$ cat config.mk
export PLATFORM = sky130hd
export DESIGN_NAME = div_seq_param
export DESIGN_NICKNAME = d
export VERILOG_FILES = /design/src/rtl/div_pkg.sv /design/src/rtl/div_step.sv /design/src/rtl/div_seq_param.sv
export SDC_FILE = /design/constraint.sdc
export NUM_CORES = 1
export LEC_CHECK = 0
export CAP_MARGIN = 20
export CORE_UTILIZATION = 59
export DETAILED_ROUTE_END_ITERATION = 12
export GPL_ROUTABILITY_DRIVEN = 0
export PLACE_DENSITY_LB_ADDON = 0.3
export SLEW_MARGIN = 30
export SYNTH_ARGS = -nofsm -noshare
export SYNTH_HDL_FRONTEND = slang
export SYNTH_SLANG_ARGS = --single-unit
$ cat constraint.sdc
create_clock -name clock -period 4.2 [get_ports clock]
set_input_delay 0.63 -clock clock [delete_from_list [all_inputs] [get_ports clock]]
set_output_delay 0.63 -clock clock [all_outputs]
set_load 0.01 [all_outputs]
$ cat src/rtl/div_pkg.sv
// rtl/div_pkg.sv - shared state encoding and constants for the sequential divider
package div_pkg;

    // Default operand/result width used when the divider is not overridden.
    localparam int DIV_DEFAULT_WIDTH = 16;

    // Controller states; FIXUP is only reachable when signed support is built in.
    typedef enum logic [1:0] {
        IDLE  = 2'd0,
        CALC  = 2'd1,
        FIXUP = 2'd2,
        DONE  = 2'd3
    } div_state_e;

    // All-ones quotient reported on divide-by-zero, for widths of 1 to 64 bits.
    function automatic logic [63:0] DZ_QUOTIENT(input int width);
        logic [63:0] ones;
        ones = '1;
        if (width >= 64) begin
            return ones;
        end
        return ones >> (64 - width);
    endfunction

endpackage

$ cat src/rtl/div_step.sv
// rtl/div_step.sv - one restoring shift-subtract iteration, purely combinational
module div_step
    import div_pkg::*;
#(
    parameter int WIDTH = DIV_DEFAULT_WIDTH
) (
    input  logic [WIDTH:0]   r,
    input  logic [WIDTH-1:0] q,
    input  logic [WIDTH-1:0] d,
    output logic [WIDTH:0]   r_next,
    output logic [WIDTH-1:0] q_next
);

    logic [WIDTH:0] r_shift;
    logic [WIDTH:0] trial;
    logic           fits;

    // Shift the next dividend bit into R and keep the subtraction only if it did not borrow.
    // A set top bit of R means the shifted value already exceeds any divisor, so it always fits.
    always_comb begin
        r_shift = {r[WIDTH-1:0], q[WIDTH-1]};
        trial   = r_shift - {1'b0, d};
        fits    = ~trial[WIDTH] | r[WIDTH];
        r_next  = fits ? trial : r_shift;
        q_next  = {q[WIDTH-2:0], fits};
    end

endmodule

$ cat src/rtl/div_seq_param.sv
// rtl/div_seq_param.sv - sequential restoring divider with valid/ready handshakes (option: DIV_SIGNED_EN)
module div_seq_param
    import div_pkg::*;
#(
    parameter int WIDTH = DIV_DEFAULT_WIDTH
) (
    input  logic             clock,
    input  logic             reset,
    input  logic             in_valid,
    output logic             in_ready,
    input  logic [WIDTH-1:0] dividend,
    input  logic [WIDTH-1:0] divisor,
`ifdef DIV_SIGNED_EN
    input  logic             is_signed,
`endif
    output logic             out_valid,
    input  logic             out_ready,
    output logic [WIDTH-1:0] quotient,
    output logic [WIDTH-1:0] remainder,
    output logic             dz,
    output logic             busy
);

    localparam int CNT_W = $clog2(WIDTH + 1);
    localparam logic [WIDTH-1:0] DZ_Q = WIDTH'(DZ_QUOTIENT(WIDTH));

    div_state_e       state;
    div_state_e       state_next;
    logic [WIDTH-1:0] q_reg;
    logic [WIDTH:0]   r_reg;
    logic [WIDTH-1:0] d_reg;
    logic [CNT_W-1:0] cnt;
    logic [WIDTH-1:0] step_q;
    logic [WIDTH:0]   step_r;
    logic [WIDTH-1:0] a_mag;
    logic [WIDTH-1:0] b_mag;
    logic             accept;
    logic             last_iter;

    assign accept    = in_valid & in_ready;
    assign last_iter = (cnt == CNT_W'(1));

`ifdef DIV_SIGNED_EN
    logic a_neg;
    logic b_neg;
    logic neg_q;
    logic neg_r;

    // Signed operands are divided as magnitudes; the signs are reapplied in FIXUP.
    assign a_neg = is_signed & dividend[WIDTH-1];
    assign b_neg = is_signed & divisor[WIDTH-1];
    assign a_mag = a_neg ? -dividend : dividend;
    assign b_mag = b_neg ? -divisor : divisor;
`else
    assign a_mag = dividend;
    assign b_mag = divisor;
`endif

    div_step #(
        .WIDTH (WIDTH)
    ) u_step (
        .r      (r_reg),
        .q      (q_reg),
        .d      (d_reg),
        .r_next (step_r),
        .q_next (step_q)
    );

    // State register; reset aborts any division in flight.
    always_ff @(posedge clock or posedge reset) begin
        if (reset) begin
            state <= IDLE;
        end else begin
            state <= state_next;
        end
    end

    // Next-state logic: fixed WIDTH iterations, divide-by-zero short-circuits to DONE.
    always_comb begin
        state_next = state;
        case (state)
            IDLE: begin
                if (accept) begin
                    state_next = (divisor == '0) ? DONE : CALC;
                end
            end
            CALC: begin
                if (last_iter) begin
`ifdef DIV_SIGNED_EN
                    state_next = FIXUP;
`else
                    state_next = DONE;
`endif
                end
            end
            FIXUP: state_next = DONE;
            DONE: begin
                if (out_ready) begin
                    state_next = IDLE;
                end
            end
            default: state_next = IDLE;
        endcase
    end

    // Handshake and status outputs decoded from the state.
    always_comb begin
        in_ready  = 1'b0;
        out_valid = 1'b0;
        busy      = 1'b1;
        case (state)
            IDLE: begin
                in_ready = 1'b1;
                busy     = 1'b0;
            end
            DONE:    out_valid = 1'b1;
            default: ;
        endcase
    end

    // Datapath: operand capture, per-cycle iteration, and result registers that hold after handshake.
    always_ff @(posedge clock or posedge reset) begin
        if (reset) begin
            q_reg     <= '0;
            r_reg     <= '0;
            d_reg     <= '0;
            cnt       <= '0;
            quotient  <= '0;
            remainder <= '0;
            dz        <= 1'b0;
`ifdef DIV_SIGNED_EN
            neg_q     <= 1'b0;
            neg_r     <= 1'b0;
`endif
        end else begin
            case (state)
                IDLE: begin
                    if (accept) begin
                        q_reg <= a_mag;
                        d_reg <= b_mag;
                        r_reg <= '0;
                        cnt   <= CNT_W'(WIDTH);
`ifdef DIV_SIGNED_EN
                        neg_q <= a_neg ^ b_neg;
                        neg_r <= a_neg;
`endif
                        if (divisor == '0) begin
                            quotient  <= DZ_Q;
                            remainder <= dividend;
                            dz        <= 1'b1;
                        end
                    end
                end
                CALC: begin
                    q_reg <= step_q;
                    r_reg <= step_r;
                    cnt   <= cnt - CNT_W'(1);
`ifndef DIV_SIGNED_EN
                    if (last_iter) begin
                        quotient  <= step_q;
                        remainder <= step_r[WIDTH-1:0];
                        dz        <= 1'b0;
                    end
`endif
                end
`ifdef DIV_SIGNED_EN
                FIXUP: begin
                    quotient  <= neg_q ? -q_reg : q_reg;
                    remainder <= neg_r ? -r_reg[WIDTH-1:0] : r_reg[WIDTH-1:0];
                    dz        <= 1'b0;
                end
`endif
                default: ;
            endcase
        end
    end

endmodule

== Word-level counts from Yosys, hierarchy flattened ==
Index checks and enable logic that the tools add are counted.
Word-level totals
  register bits after elaboration: 89
Cells by class
  bitwise gates (word level): 3
  equality and inequality tests: 8
  multiplexer cells: 27
  reduce and logical (&&, ||, !) cells: 7
  $add $sub $neg: 2
Operators by type and width (count)
  2-to-1 mux 16 bit: 7
  case mux 16 bit (2 select lines): 3
  2-to-1 mux 17 bit: 2
  case mux 17 bit (2 select lines): 1
  subtractor 17 x 16 -> 17 bit: 1
  zero test 16 bit: 1
  case mux 5 bit (2 select lines): 1
  2-to-1 mux 2 bit: 4
  inequality test 2 bit (second input constant): 4
  case mux 2 bit (4 select lines): 1
  2-to-1 mux 1 bit: 6
  == test 5 x 1 -> 1 bit (second input constant): 1
  2-to-1 mux 5 bit: 1
  subtractor 5 x 1 -> 5 bit (second input constant): 1
  == test 2 bit (second input constant): 2
  AND reduction 2 bit: 2
  AND reduction 4 bit: 1
  AND reduction 3 bit: 1
  == test 2 x 1 -> 1 bit (second input constant): 1
  zero test 2 bit: 1
  case mux 1 bit (2 select lines): 1
  nonzero test 2 bit: 1
  bitwise AND 1 bit: 1
  inverter 1 bit: 1
  bitwise OR 1 bit: 1

== Logic depth before layout (Yosys ltp) ==
Gate-level depths: netlist of the first run.
  depth after elaboration: 6
  depth in mapped cells: 11
  depth with buffers taken out: 10

== Modules after synthesis ==
A second synthesis of the first run with hierarchy kept.
Unflattened totals
  cell total of the unflattened synthesis: 466
  area, all modules: 5056.1 um2
By module, submodules not included
  div_seq_param: area each 3956.3 um2, cells each 304, times used 1, sequential area each 2227.1 um2
  div_step: area each 1099.8 um2, cells each 162, times used 1, sequential area each 0.0 um2

== Least setup slack after synthesis of the first run ==
Ideal clock, no wire load.
  kind: register -> register
  from: register q_reg[15]
  to: register r_reg[15]
  period minus slack after synthesis: 2.581 ns
  setup time: 0.082 ns
  data required time: 4.118 ns
  cell stages (with the launch flop): 12
  path slack: 1.619 ns
  data arrival time: 2.499 ns
  cell sequence: dfrtp_1 -> inv_1 -> ha_1 -> fa_1 -> nand2b_1 -> a21oi_1 -> o21ai_1 -> and3_2 -> nor4b_4 -> buf_6 -> nand4b_2 -> a31oi_1
On the way
  word-level cells in the longest chain between the ends: 5
Ends and longest elaborated chain
  start, declared: line div_seq_param.sv:29  | logic [WIDTH-1:0] q_reg;
  start signal, assigned: line div_seq_param.sv:139  | q_reg <= a_mag;
  start signal, assigned: line div_seq_param.sv:155  | q_reg <= step_q;
  subtractor 17 x 16 -> 17 bit (*): line div_step.sv:22  | trial = r_shift - {1'b0, d};
  inverter 1 bit: line div_step.sv:23  | fits = ~trial[WIDTH] | r[WIDTH];
  bitwise OR 1 bit: line div_step.sv:23
  2-to-1 mux 17 bit (*): line div_step.sv:24  | r_next = fits ? trial : r_shift;
  case mux 17 bit (2 select lines) (*): line div_seq_param.sv:136  | case (state)
  end signal, assigned: line div_seq_param.sv:156  | r_reg <= step_r;
  end, declared: line div_seq_param.sv:30  | logic [WIDTH:0] r_reg;
Mark *: on every way between the ends. The rest lies on a longest branch, timed or not.
A chain may end at the register's enable or synchronous reset.

== Worst setup path after layout of the first run ==
  from: register q_reg[15]
  to: register remainder[10]
On the way
  word-level cells in the longest chain between the ends: 6
Ends and longest elaborated chain
  subtractor 17 x 16 -> 17 bit (*): line div_step.sv:22
  inverter 1 bit: line div_step.sv:23
  bitwise OR 1 bit: line div_step.sv:23
  2-to-1 mux 17 bit (*): line div_step.sv:24
  2-to-1 mux 16 bit (*): line div_seq_param.sv:159  | if (last_iter) begin
  case mux 16 bit (2 select lines) (*): line div_seq_param.sv:136
  end signal, assigned: line div_seq_param.sv:149  | remainder <= dividend;
  end signal, assigned: line div_seq_param.sv:161  | remainder <= step_r[WIDTH-1:0];
  end, declared: line div_seq_param.sv:19  | output logic [WIDTH-1:0] remainder,
Mark *: on every way between the ends. The rest lies on a longest branch, timed or not. The select of a mux whose other input is x is not followed.

==> results of run 1 <==
[how the worst max path moves through the flow]
stage	endpoint	cells past startpoint	slack [ns]	startpoint
3_3_place_gp	remainder[0]	7	0.91	divisor[11]
5_1_grt	remainder[10]	10	0.93	q_reg[15]
6_report	remainder[10]	10	1.00	q_reg[15]
3_5_place_dp	remainder[4]	7	0.89	divisor[3]
2_1_floorplan	cnt[0]	1	1.26	reset
4_1_cts	remainder[10]	10	1.04	q_reg[15]
[critical path, cell delays in order, from the launching register on]
cell and delay [ns]:
sky130_fd_sc_hd__dfrtp_1 0.39, sky130_fd_sc_hd__inv_1 0.09, sky130_fd_sc_hd__ha_1 0.23, sky130_fd_sc_hd__fa_1 0.39, sky130_fd_sc_hd__nand2b_1 0.19, sky130_fd_sc_hd__a21oi_1 0.26, sky130_fd_sc_hd__o21ai_1 0.23, sky130_fd_sc_hd__o21ai_1 0.35
sky130_fd_sc_hd__mux2_4 0.45, sky130_fd_sc_hd__a22oi_1 0.36, sky130_fd_sc_hd__a31oi_1 0.14
[area by class of cell]
cell class              count  area [um2]  area share
well taps                 102         128      0.0222
inverters                  35         133      0.0230
clock buffers               9         124      0.0215
clock inverters             7        77.6      0.0135
flip-flops and latches     89        2230       0.387
multi-input cells         369        2310       0.401
repair buffers             78         763       0.133
[stage by stage]
step	hold slack, ns	setup slack, ns
2_1_floorplan	0.466	1.26
3_3_place_gp	0.456	0.905
3_5_place_dp	0.463	0.892
4_1_cts	0.484	1.04
5_1_grt	0.506	0.933
6_report	0.479	1.00
[cell families (layout without fill, tap and decap cells)]
logic type      count (synthesis)  count (layout)
mux                            19              19
simple gates                  183             183
buf+inv                        59             129
fa+ha+maj                      24              24
compound gates                130             130
xor+xnor                       13              13
flops                          89              89
[synth_stat cells (2+ instances only)]
| cell type | n | area share |
|---|---|---|
| sky130_fd_sc_hd__a22oi_1 | 5 | 0.0079 |
| sky130_fd_sc_hd__buf_6 | 2 | 0.0047 |
| sky130_fd_sc_hd__a31oi_1 | 40 | 0.052 |
| sky130_fd_sc_hd__o21ai_1 | 4 | 0.0042 |
| sky130_fd_sc_hd__buf_2 | 2 | 0.0021 |
| sky130_fd_sc_hd__xnor2_1 | 8 | 0.015 |
| sky130_fd_sc_hd__nand2_1 | 62 | 0.049 |
| sky130_fd_sc_hd__nor4_1 | 7 | 0.0092 |
| sky130_fd_sc_hd__mux2i_1 | 2 | 0.0042 |
| sky130_fd_sc_hd__inv_1 | 35 | 0.028 |
| sky130_fd_sc_hd__nor2b_1 | 14 | 0.018 |
| sky130_fd_sc_hd__o211ai_1 | 2 | 0.0031 |
| sky130_fd_sc_hd__o21ai_0 | 20 | 0.021 |
| sky130_fd_sc_hd__ha_1 | 23 | 0.060 |
| sky130_fd_sc_hd__dfrtp_1 | 89 | 0.47 |
| sky130_fd_sc_hd__clkbuf_1 | 20 | 0.016 |
| sky130_fd_sc_hd__nand2b_1 | 7 | 0.0092 |
| sky130_fd_sc_hd__xor2_1 | 5 | 0.0092 |
| sky130_fd_sc_hd__nor2_1 | 68 | 0.054 |
| sky130_fd_sc_hd__a211oi_1 | 9 | 0.014 |
| sky130_fd_sc_hd__and2_1 | 2 | 0.0026 |
| sky130_fd_sc_hd__nand3_1 | 5 | 0.0052 |
| sky130_fd_sc_hd__a21oi_1 | 26 | 0.027 |
| sky130_fd_sc_hd__mux2_2 | 16 | 0.038 |
| sky130_fd_sc_hd__and3_1 | 4 | 0.0052 |
| sky130_fd_sc_hd__nor3_1 | 6 | 0.0063 |
| sky130_fd_sc_hd__o31ai_1 | 2 | 0.0031 |
| sky130_fd_sc_hd__a21o_1 | 5 | 0.0079 |
| sky130_fd_sc_hd__o21a_1 | 6 | 0.0094 |
[power breakdown]
part | switching (W) | internal, W
Combinational | 0.00206 | 0.00153
Sequential | 0.000315 | 0.00132
Clock | 0.000340 | 0.000283
[per-layer routing]
layer	vias up	wire, um	GRT usage
met1	1957	4830	0.382
met5	-	0	0
met2	173	5600	0.471
met4	0	357	0.128
li1	1936	-	-
met3	32	728	0.0564
==> metrics.md, run 1 <==
| Metric | Value |
|---|---|
| Simple-gate area share of the yosys netlist | `0.175` |
| Worst r2r dst | `remainder[10]` |
| Commonest register cell after synthesis | `sky130_fd_sc_hd__dfrtp_1` |
| Wire length of the first global-routing pass | `19.1 mm` |
| Min cycle time layout | `3.20 ns` |
| Sort of element at the start of the critical path | `flip-flop` |
| Count of cells along the worst hold path | `2` |
| Total overflow reported by the global router | `0` |
| Sink count of the clock tree | `89` |
| Commonest cells after routing, fill and taps aside | `sky130_fd_sc_hd__dfrtp_1, sky130_fd_sc_hd__clkdlybuf4s50_1, sky130_fd_sc_hd__nor2_1` |
| Largest fanout on the critical path | `18` |
| H-tree lvl count | `3` |
| Count of warnings emitted by yosys | `0` |
| End point of the most critical hold path | `quotient[14]` |
| Core Util, Final | `0.741` |
| Skew-Pair Late Insertion Delay | `0.37 ns` |
| First-pass detailed-route iteration total | `5` |
| Die X-Extent | `around 92 um` |
| Setup TNS | `0 ns` |
| Wire length per cell after detailed routing | `16.7 um` |
| Fraction of synthesized area in multiplexers | `0.0451` |
| Number of global-route vias before repair | `just under 4000` |
| DRT Wirelength | `11.5 mm` |
| Port buffer count | `71` |
| Required time reported for the critical path endpoint | `~4.4 ns` |
| Critical path arrival | `3.43 ns` |
| Share of the cycle needed by the critical path after routing | `0.761` |
| Number of nets at the end of the flow | `642` |
| Flip-flop count of the largest register, all copies and words added | `17` |
| Final hold viol count | `0` |
| Count of instances resized after the clock tree is built | `0` |
| TritonCTS clock tree | `built` |
| Detail Placement HPWL | `8.17 mm` |
| Hold Crit Start | `quotient[14]` |
| Leading cell type in the layout, fill and taps excluded | `sky130_fd_sc_hd__dfrtp_1` |
| Detail Route Antenna Nets | `0` |
| Finished Cell Area | `5760 um2` |
| Result of the run | `completed` |
| Largest net degree at the start of global routing | `47` |
| Slew at the pin with the worst max-slew slack | `about 0.9 ns` |
| DR vias | `roughly 4100` |
| FP Rows | `32` |
| Post-CTS Setup Repair Bufs | `0` |
| Final number of setup-violating endpoints | `0` |
| Drt drc | `0` |
| Initial antenna violation count | `0` |
| Initial Util | `0.614` |
| Largest family of logic cells by synthesized area | `simple AND/OR/NAND/NOR gates` |
| Synthesized cell area | `4770 um2` |
| Critical Path Sink Type | `flip-flop` |
| Fillcell total | `548` |
| Layout Area Growth over Synthesis | `20.7%` |
| Placed Cells incl. Taps | `between 600 and 700` |
| Xor/xnor share of the synthesized area | `0.0239` |
| Total placed instance area | `5560 um2` |
| Average vias per placed instance | `5.95` |
| Number of buffers added to fix hold violations after cts | `0` |
| Die boundary height | `91.9 um` |
| RR Startpoint | `q_reg[15]` |
| Post-synth EDFFs | `0` |
| Global routing usage summed across all routing layers | `0.291` |
| Maximum clock rate | `313 MHz` |
| Overall Power | `0.00584 W` |
| Register-to-register path setup slack | `1.00 ns` |
| Flip-flop and latch count after synthesis | `between 80 and 90` |
| Layout Skew | `0.00579 ns` |
| Setup repair after global routing missed its margin | `false` |
| Clock root cell | `sky130_fd_sc_hd__clkbuf_8` |
| Min-delay worst type | `reg2reg` |
| Arithmetic-cell share of the synthesized area counting full adders, half adders and majority gates | `0.0645` |
| Worst r2r path cells | `10` |
| Slew HR | `0.402` |
| Power density relative to cell area | `roughly 1000 nW/um2` |
| Cell variety after synth | `50` |
| Number of top-level pins | `72` |
| Maximum clock path buffer count | `2` |
| Fin cells | `689` |
| Area of the core | `slightly below 8000 um2` |
| Compound-gate portion of the synthesized area | `0.174` |
| Syn_area_per_cell | `9.23 um2` |
| Max-capacitance violation count | `0` |
| Area of the die | `8450 um2` |
| Async set-reset flop share out of synthesis | `1.00` |
| Seq/Total Area, Yosys | `0.467` |
| Fraction of final layout cells with drive strength greater than 1 | `0.0835` |
| Iteration-0 DRC count of the detailed router | `267` |
| CTS buffer count | `9` |
| Peak ir drop on the vdd network | `slightly above 0.7 mV` |
| Synth Net Count | `between 500 and 600` |
| Type of the setup path with the least slack | `reg2reg` |
| Clock transition at the register clock pins on the worst setup and hold paths after CTS | `roughly 0.1 ns` |
| Leakage power summed over all cells | `2.55 nW` |
| Cells after Synth | `around 520` |
| Number of antenna cells inserted | `0` |
| Number of pins exceeding their max-slew limit in the final report | `0` |
Power figures use the tool's default switching activity.
==> inputs of run 2 (changes only) <==
--- a/config.mk
+++ b/config.mk
@@ -6,7 +6,7 @@
 export NUM_CORES = 1
 export LEC_CHECK = 0
 export CAP_MARGIN = 20
-export CORE_UTILIZATION = 59
+export CORE_UTILIZATION = 54
 export DETAILED_ROUTE_END_ITERATION = 12
 export GPL_ROUTABILITY_DRIVEN = 0
 export PLACE_DENSITY_LB_ADDON = 0.3
==> constraint.sdc (replaced) <==
create_clock -name clock -period 3 [get_ports clock]
set_input_delay 0.45 -clock clock [delete_from_list [all_inputs] [get_ports clock]]
set_output_delay 0.45 -clock clock [all_outputs]
set_load 0.01 [all_outputs]
==> metrics.md, run 2 (synthesized netlist as in run 1, its figures left out) <==
| Metric | Value |
|---|---|
| Result of the run | `completed` |
| DR vias | `4117` |
| CTS buffer count | `9` |
| Wire length of the first global-routing pass | `19.6 mm` |
| Maximum cell stage delay along the critical path | `~0.43 ns` |
| Met3 Usage GRT | `0.0458` |
| Largest fanout on the critical path | `18` |
| Flip-flop count of the largest register, all copies and words added | `17` |
| Critical Path Sink Type | `flip-flop` |
| H-tree lvl count | `3` |
| Initial Util | `0.569` |
| Number of buffers added to fix hold violations after cts | `0` |
| Number of global-route vias before repair | `3981` |
| Drt drc | `0` |
| Peak ir drop on the vdd network | `0.812 mV` |
| Slew at the pin with the worst max-slew slack | `slightly above 0.5 ns` |
| Clock transition at the register clock pins on the worst setup and hold paths after CTS | `about 0.1 ns` |
| Number of antenna cells inserted | `0` |
| Max-capacitance violation count | `0` |
| Critical-path cell list | `inv_1, ha_1, fa_1, nand2b_1, a21oi_2, o21ai_2, o21ai_2, mux2_4, a22oi_1, a31oi_1` |
| DRT Wirelength | `11.9 mm` |
| Detail Route Antenna Nets | `0` |
| Clock root cell | `sky130_fd_sc_hd__clkbuf_8` |
| Share of the cycle needed by the critical path after routing | `0.951` |
| Leakage power summed over all cells | `2.58 nW` |
| Average vias per placed instance | `a little under 6` |
| Wire length per cell after detailed routing | `17.1 um` |
| Final hold viol count | `0` |
| Leading cell type in the layout, fill and taps excluded | `sky130_fd_sc_hd__dfrtp_1` |
| Overall Power | `around 0.0084 W` |
| Die boundary height | `96.0 um` |
| GRT busiest layer | `met2` |
| First-pass detailed-route iteration total | `5` |
| Fillcell total | `669` |
| Commonest cells after routing, fill and taps aside | `sky130_fd_sc_hd__dfrtp_1, sky130_fd_sc_hd__clkdlybuf4s50_1, sky130_fd_sc_hd__nor2_1` |
| Min cycle time layout | `2.85 ns` |
| Initial antenna violation count | `0` |
| Skew-Pair Late Insertion Delay | `between 0.3 and 0.4 ns` |
| TritonCTS clock tree | `built` |
| Number of nets at the end of the flow | `648` |
| FP Rows | `33` |
| Area of the die | `9220 um2` |
| Most frequent CP cell | `sky130_fd_sc_hd__o21ai_2` |
| Global routing usage summed across all routing layers | `0.280` |
| Largest net degree at the start of global routing | `58` |
| Port buffer count | `71` |
| Maximum clock path buffer count | `2` |
| Fraction of final layout cells with drive strength greater than 1 | `0.0995` |
| Total overflow reported by the global router | `0` |
| Register-to-register path setup slack | `0.15 ns` |
| Iteration-0 DRC count of the detailed router | `308` |
| Core Util, Final | `0.699` |
| Final number of setup-violating endpoints | `0` |
| Met1 Use GR | `0.387` |
| Required time reported for the critical path endpoint | `3.23 ns` |
| Layout Skew | `0.0141 ns` |
| Number of top-level pins | `72` |
| Area of the core | `8380 um2` |
| Power density relative to cell area | `1440 nW/um2` |
| Die X-Extent | `96.0 um` |
| Standard cell with the maximum stage delay on the critical path | `sky130_fd_sc_hd__mux2_4` |
| Number of pins exceeding their max-slew limit in the final report | `0` |
| Min-delay worst type | `in2async` |
| Detail Placement HPWL | `8.70 mm` |
| Sort of element at the start of the critical path | `flip-flop` |
| Maximum clock rate | `351 MHz` |
| Slew HR | `0.663` |
| Met2 GRT Util | `0.450` |
| Sink count of the clock tree | `89` |
| Critical path arrival | `3.08 ns` |
| Layout Area Growth over Synthesis | `22.8%` |
| Type of the setup path with the least slack | `reg2reg` |
| Setup TNS | `0 ns` |
-- run 2: cell count changes in the layout (fill, tap and decap cells not counted), moves of 2 or more --
| cell | delta |
|---|---|
| sky130_fd_sc_hd__buf_4 | +3 |
| sky130_fd_sc_hd__buf_12 | +2 |
| sky130_fd_sc_hd__clkinv_2 | -2 |
| sky130_fd_sc_hd__clkinvlp_4 | +2 |
| sky130_fd_sc_hd__o21ai_1 | -2 |
| sky130_fd_sc_hd__o21ai_2 | +2 |
-- run 2: through the flow --
step	area [um2]	setup WS [ns]	cells	hold slack [ns]
global placement	5610	0.243	679	0.449
global route	5860	-0.0307	698	0.346
detailed placement	5610	0.0749	679	0.460
CTS	5820	0.0548	695	0.328
finish	5860	0.147	698	0.320
floorplan	4770	0.243	517	0.466
-- run 2: area by class of cell --
class	count	area, um2	share of cell area
clock buffer	9	124	0.0211
clock inverter	7	85.1	0.0145
inverter	35	133	0.0226
multi-input combinational	369	2320	0.396
sequential	89	2230	0.380
tap	105	131	0.0224
timing repair buffer	84	837	0.143
-- run 2: metal layers --
layer | vias up | wire [um]
met2 | 180 | 5800
met5 | - | 0
met4 | 0 | 319
met3 | 20 | 720
met1 | 1972 | 5100
li1 | 1945 | -
-- run 2: final timing paths --
path                            cells past startpoint        start             to
worst max-delay path                               10    q_reg[15]  remainder[11]
worst min-delay path                                2        reset       r_reg[4]
worst max register to register                     10    q_reg[15]  remainder[11]
worst min register to register                      2  quotient[9]    quotient[9]
max in group asynchronous                           3        reset  remainder[11]
min in group clock                                  2  quotient[9]    quotient[9]
-- run 2: critical path: cells and delay by family, from the launching register on --
kind | cells | cell delay [ns]
buffers and inverters | 1 | 0.07
muxes | 1 | 0.43
AOI/OAI and AO/OA | 5 | 1.02
DFF | 1 | 0.37
adders and majority gates | 2 | 0.63
and+or+nand+nor | 1 | 0.21
-- run 2: power breakdown --
group	switching (W)	internal, W	leakage [nW]	total, W
logic	0.00298	0.00225	1.46	0.00523
registers	0.000456	0.00184	1.03	0.00230
clock network	0.000484	0.000403	0.100	0.000886
total	0.00392	0.00449	2.58	0.00841
-- run 2: repair_timing --
action | CTS | global route
endpoints found under the setup margin | 0 | 32
gates resized for setup | 0 | 5
buffers inserted | 0 | 3
==> inputs of run 3 (changes only) <==
--- a/config.mk
+++ b/config.mk
@@ -5,8 +5,9 @@
 export SDC_FILE = /design/constraint.sdc
 export NUM_CORES = 1
 export LEC_CHECK = 0
+export ABC_AREA = 1
 export CAP_MARGIN = 20
-export CORE_UTILIZATION = 54
+export CORE_UTILIZATION = 56
 export DETAILED_ROUTE_END_ITERATION = 12
 export GPL_ROUTABILITY_DRIVEN = 0
 export PLACE_DENSITY_LB_ADDON = 0.3
==> metrics.md, run 3 <==
| Metric | Value |
|---|---|
| Result of the run | `completed` |
| Most used standard cell by instance count after synthesis | `sky130_fd_sc_hd__nand2_1` |
| Die X-Extent | `101 um` |
| Layout Skew | `around 0.016 ns` |
| Post-synth EDFFs | `0` |
| Slew at the pin with the worst max-slew slack | `between 0.7 and 0.8 ns` |
| Die boundary height | `a little over 100 um` |
| Skew-Pair Late Insertion Delay | `0.37 ns` |
| Arithmetic-cell share of the synthesized area counting full adders, half adders and majority gates | `0.0564` |
| Xor/xnor share of the synthesized area | `0.0128` |
| Syn_area_per_cell | `7.44 um2` |
| Synthesized cell area | `5450 um2` |
| Area fraction of the dominant cell type after synthesis | `0.408` |
| Most area-consuming cells after synthesis | `sky130_fd_sc_hd__dfrtp_1, sky130_fd_sc_hd__nand2_1, sky130_fd_sc_hd__inv_1` |
| Leading cell type in the layout, fill and taps excluded | `sky130_fd_sc_hd__nand2_1` |
| First-pass detailed-route iteration total | `5` |
| Seq/Total Area, Yosys | `0.408` |
| Required time reported for the critical path endpoint | `3.27 ns` |
| DRT Wirelength | `13.0 mm` |
| Number of top-level pins | `just over 70` |
| Largest net degree at the start of global routing | `51` |
| Final number of setup-violating endpoints | `0` |
| Global routing usage summed across all routing layers | `0.274` |
| Commonest register cell after synthesis | `sky130_fd_sc_hd__dfrtp_1` |
| Flip-flop count of the largest register, all copies and words added | `17` |
| Detail Route Antenna Nets | `0` |
| Flip-flop and latch count after synthesis | `89` |
| Initial Util | `0.585` |
| TritonCTS clock tree | `built` |
| Standard cell with the maximum stage delay on the critical path | `sky130_fd_sc_hd__fa_1` |
| Initial antenna violation count | `0` |
| Count of warnings emitted by yosys | `0` |
| Synth top cells by count | `sky130_fd_sc_hd__nand2_1, sky130_fd_sc_hd__inv_1, sky130_fd_sc_hd__dfrtp_1, sky130_fd_sc_hd__o21ai_0, sky130_fd_sc_hd__a21oi_1` |
| Type of the setup path with the least slack | `reg2reg` |
| Number of buffers added to fix hold violations after cts | `0` |
| Sort of element at the start of the critical path | `flip-flop` |
| Critical Path Sink Type | `flip-flop` |
| Layout Area Growth over Synthesis | `18.3%` |
| FP Rows | `35` |
| Max-capacitance violation count | `0` |
| Largest fanout on the critical path | `17` |
| Iteration-0 DRC count of the detailed router | `between 300 and 400` |
| Drt drc | `0` |
| Number of nets at the end of the flow | `856` |
| Wire length per cell after detailed routing | `around 14 um` |
| H-tree lvl count | `3` |
| Worst r2r dst | `remainder[12]` |
| Worst r2r path cells | `15` |
| Buffer and inverter count on the worst path | `3` |
| CTS buffer count | `9` |
| Synth Net Count | `793` |
| Count of instances resized after the clock tree is built | `0` |
| Pre-CTS setup slack | `0.466 ns` |
| Setup repair after global routing missed its margin | `false` |
| Area of the die | `around 10000 um2` |
| Final hold viol count | `0` |
| Critical path arrival | `2.77 ns` |
| Area of the core | `9330 um2` |
| DR vias | `around 4900` |
| Cell taking the most area after synthesis | `sky130_fd_sc_hd__dfrtp_1` |
| Cells after Synth | `around 730` |
| Register-to-register path setup slack | `between 0.4 and 0.5 ns` |
| Fraction of synthesized area in multiplexers | `0` |
| Number of pins exceeding their max-slew limit in the final report | `0` |
| Slew HR | `0.532` |
| Number of global-route vias before repair | `4648` |
| Critical-path cell list | `inv_1, ha_1, fa_1, inv_1, nand2_1, nand2_1, nand3_2, nand2_4, nand2_4, nand3_1, nand3_4, nand3_1, nand3_1, nand2_1, inv_1` |
| Setup slack after layout | `0.499 ns` |
| Port buffer count | `71` |
| Clock transition at the register clock pins on the worst setup and hold paths after CTS | `0.10 ns` |
| Maximum clock rate | `400 MHz` |
| Compound-gate portion of the synthesized area | `0.0964` |
| Fraction of final layout cells with drive strength greater than 1 | `0.0974` |
| Min cycle time layout | `2.50 ns` |
| Wire length of the first global-routing pass | `21.7 mm` |
| Min-delay worst type | `in2async` |
| Largest family of logic cells by synthesized area | `simple AND/OR/NAND/NOR gates` |
| Peak ir drop on the vdd network | `0.656 mV` |
| Setup TNS | `0 ns` |
| Maximum cell stage delay along the critical path | `0.41 ns` |
| Leakage power summed over all cells | `3.36 nW` |
| Clock root cell | `sky130_fd_sc_hd__clkbuf_8` |
| Number of antenna cells inserted | `0` |
| RR Startpoint | `q_reg[15]` |
| Maximum clock path buffer count | `2` |
| Power density relative to cell area | `1230 nW/um2` |
| Commonest cells after routing, fill and taps aside | `sky130_fd_sc_hd__nand2_1, sky130_fd_sc_hd__inv_1, sky130_fd_sc_hd__dfrtp_1` |
| Post-CTS Setup Repair Bufs | `0` |
| Detail Placement HPWL | `9.84 mm` |
| Average vias per placed instance | `5.29` |
| Share of the cycle needed by the critical path after routing | `0.834` |
| Sink count of the clock tree | `89` |
| Cell variety after synth | `38` |
| Largest delay contributor family on the critical path | `simple AND/OR/NAND/NOR gates` |
| Total overflow reported by the global router | `0` |
| Simple-gate area share of the yosys netlist | `0.312` |
| Async set-reset flop share out of synthesis | `1.00` |
==> run 3: changes by cell type in the layout (fill, tap and decap cells not counted), moves of 16 or more <==
| cell | change |
|---|---|
| sky130_fd_sc_hd__mux2_2 | -16 |
| sky130_fd_sc_hd__nor2_1 | -38 |
| sky130_fd_sc_hd__a31oi_1 | -40 |
| sky130_fd_sc_hd__a21oi_1 | +17 |
| sky130_fd_sc_hd__o21ai_0 | +32 |
| sky130_fd_sc_hd__inv_1 | +84 |
| sky130_fd_sc_hd__nand2_1 | +156 |
| sky130_fd_sc_hd__nand3_1 | +32 |
==> run 3: final cells by class <==
| type | instances | area [um2] |
|---|---|---|
| flip-flops and latches | 89 | 2230 |
| repair buffers | 78 | 776 |
| fillers | 763 | 2880 |
| clock inverters | 6 | 72.6 |
| clock buffers | 10 | 138 |
| inverters | 125 | 470 |
| well taps | 129 | 161 |
| multi-input cells | 493 | 2600 |
==> run 3: logic make-up (layout without fill, tap and decap cells) <==
logic type / count (synthesis) / count (layout)
AO/OA/AOI/OAI: 102 / 102
adder cells (fa/ha/maj): 24 / 24
buffers and inverters: 151 / 219
AND/OR/NAND/NOR: 359 / 359
flip-flops: 89 / 89
XOR/XNOR: 8 / 8
==> run 3: per-layer routing <==
layer  up-vias  GRT usage  wire length, um
met2       188      0.457             6130
met1      2286      0.373             5750
met5         -          0                0
met3        25     0.0284              819
li1       2419          -                -
met4         0     0.0948              289
==> run 3: worst max path at each step <==
stage	cells past startpoint	start	slack [ns]	end
after CTS	15	q_reg[15]	0.52	remainder[11]
after global placement	11	divisor[15]	0.55	remainder[4]
after global routing	15	q_reg[15]	0.33	remainder[12]
after floorplan	1	reset	0.24	cnt[0]
after detailed placement	10	divisor[15]	0.47	quotient[4]
final	15	q_reg[15]	0.50	remainder[12]
==> run 3: power breakdown <==
group          leakage [nW]  internal, W  total (W)  switching, W
Clock                0.0971     0.000417   0.000888      0.000471
Combinational          2.19      0.00178    0.00490       0.00312
Sequential             1.07      0.00176    0.00213      0.000369
==> run 3: through the flow <==
stage	total power [W]	std cells	hold WS (ns)	utilization	instance area [um2]
after floorplan	0.00578	733	0.453	-	5450
after global placement	0.00680	914	0.470	0.669	6240
after detailed placement	0.00698	914	0.473	0.669	6240
after CTS	0.00789	930	0.496	0.691	6450
after global routing	0.00862	930	0.512	0.691	6450
final	0.00792	930	0.486	0.691	6450
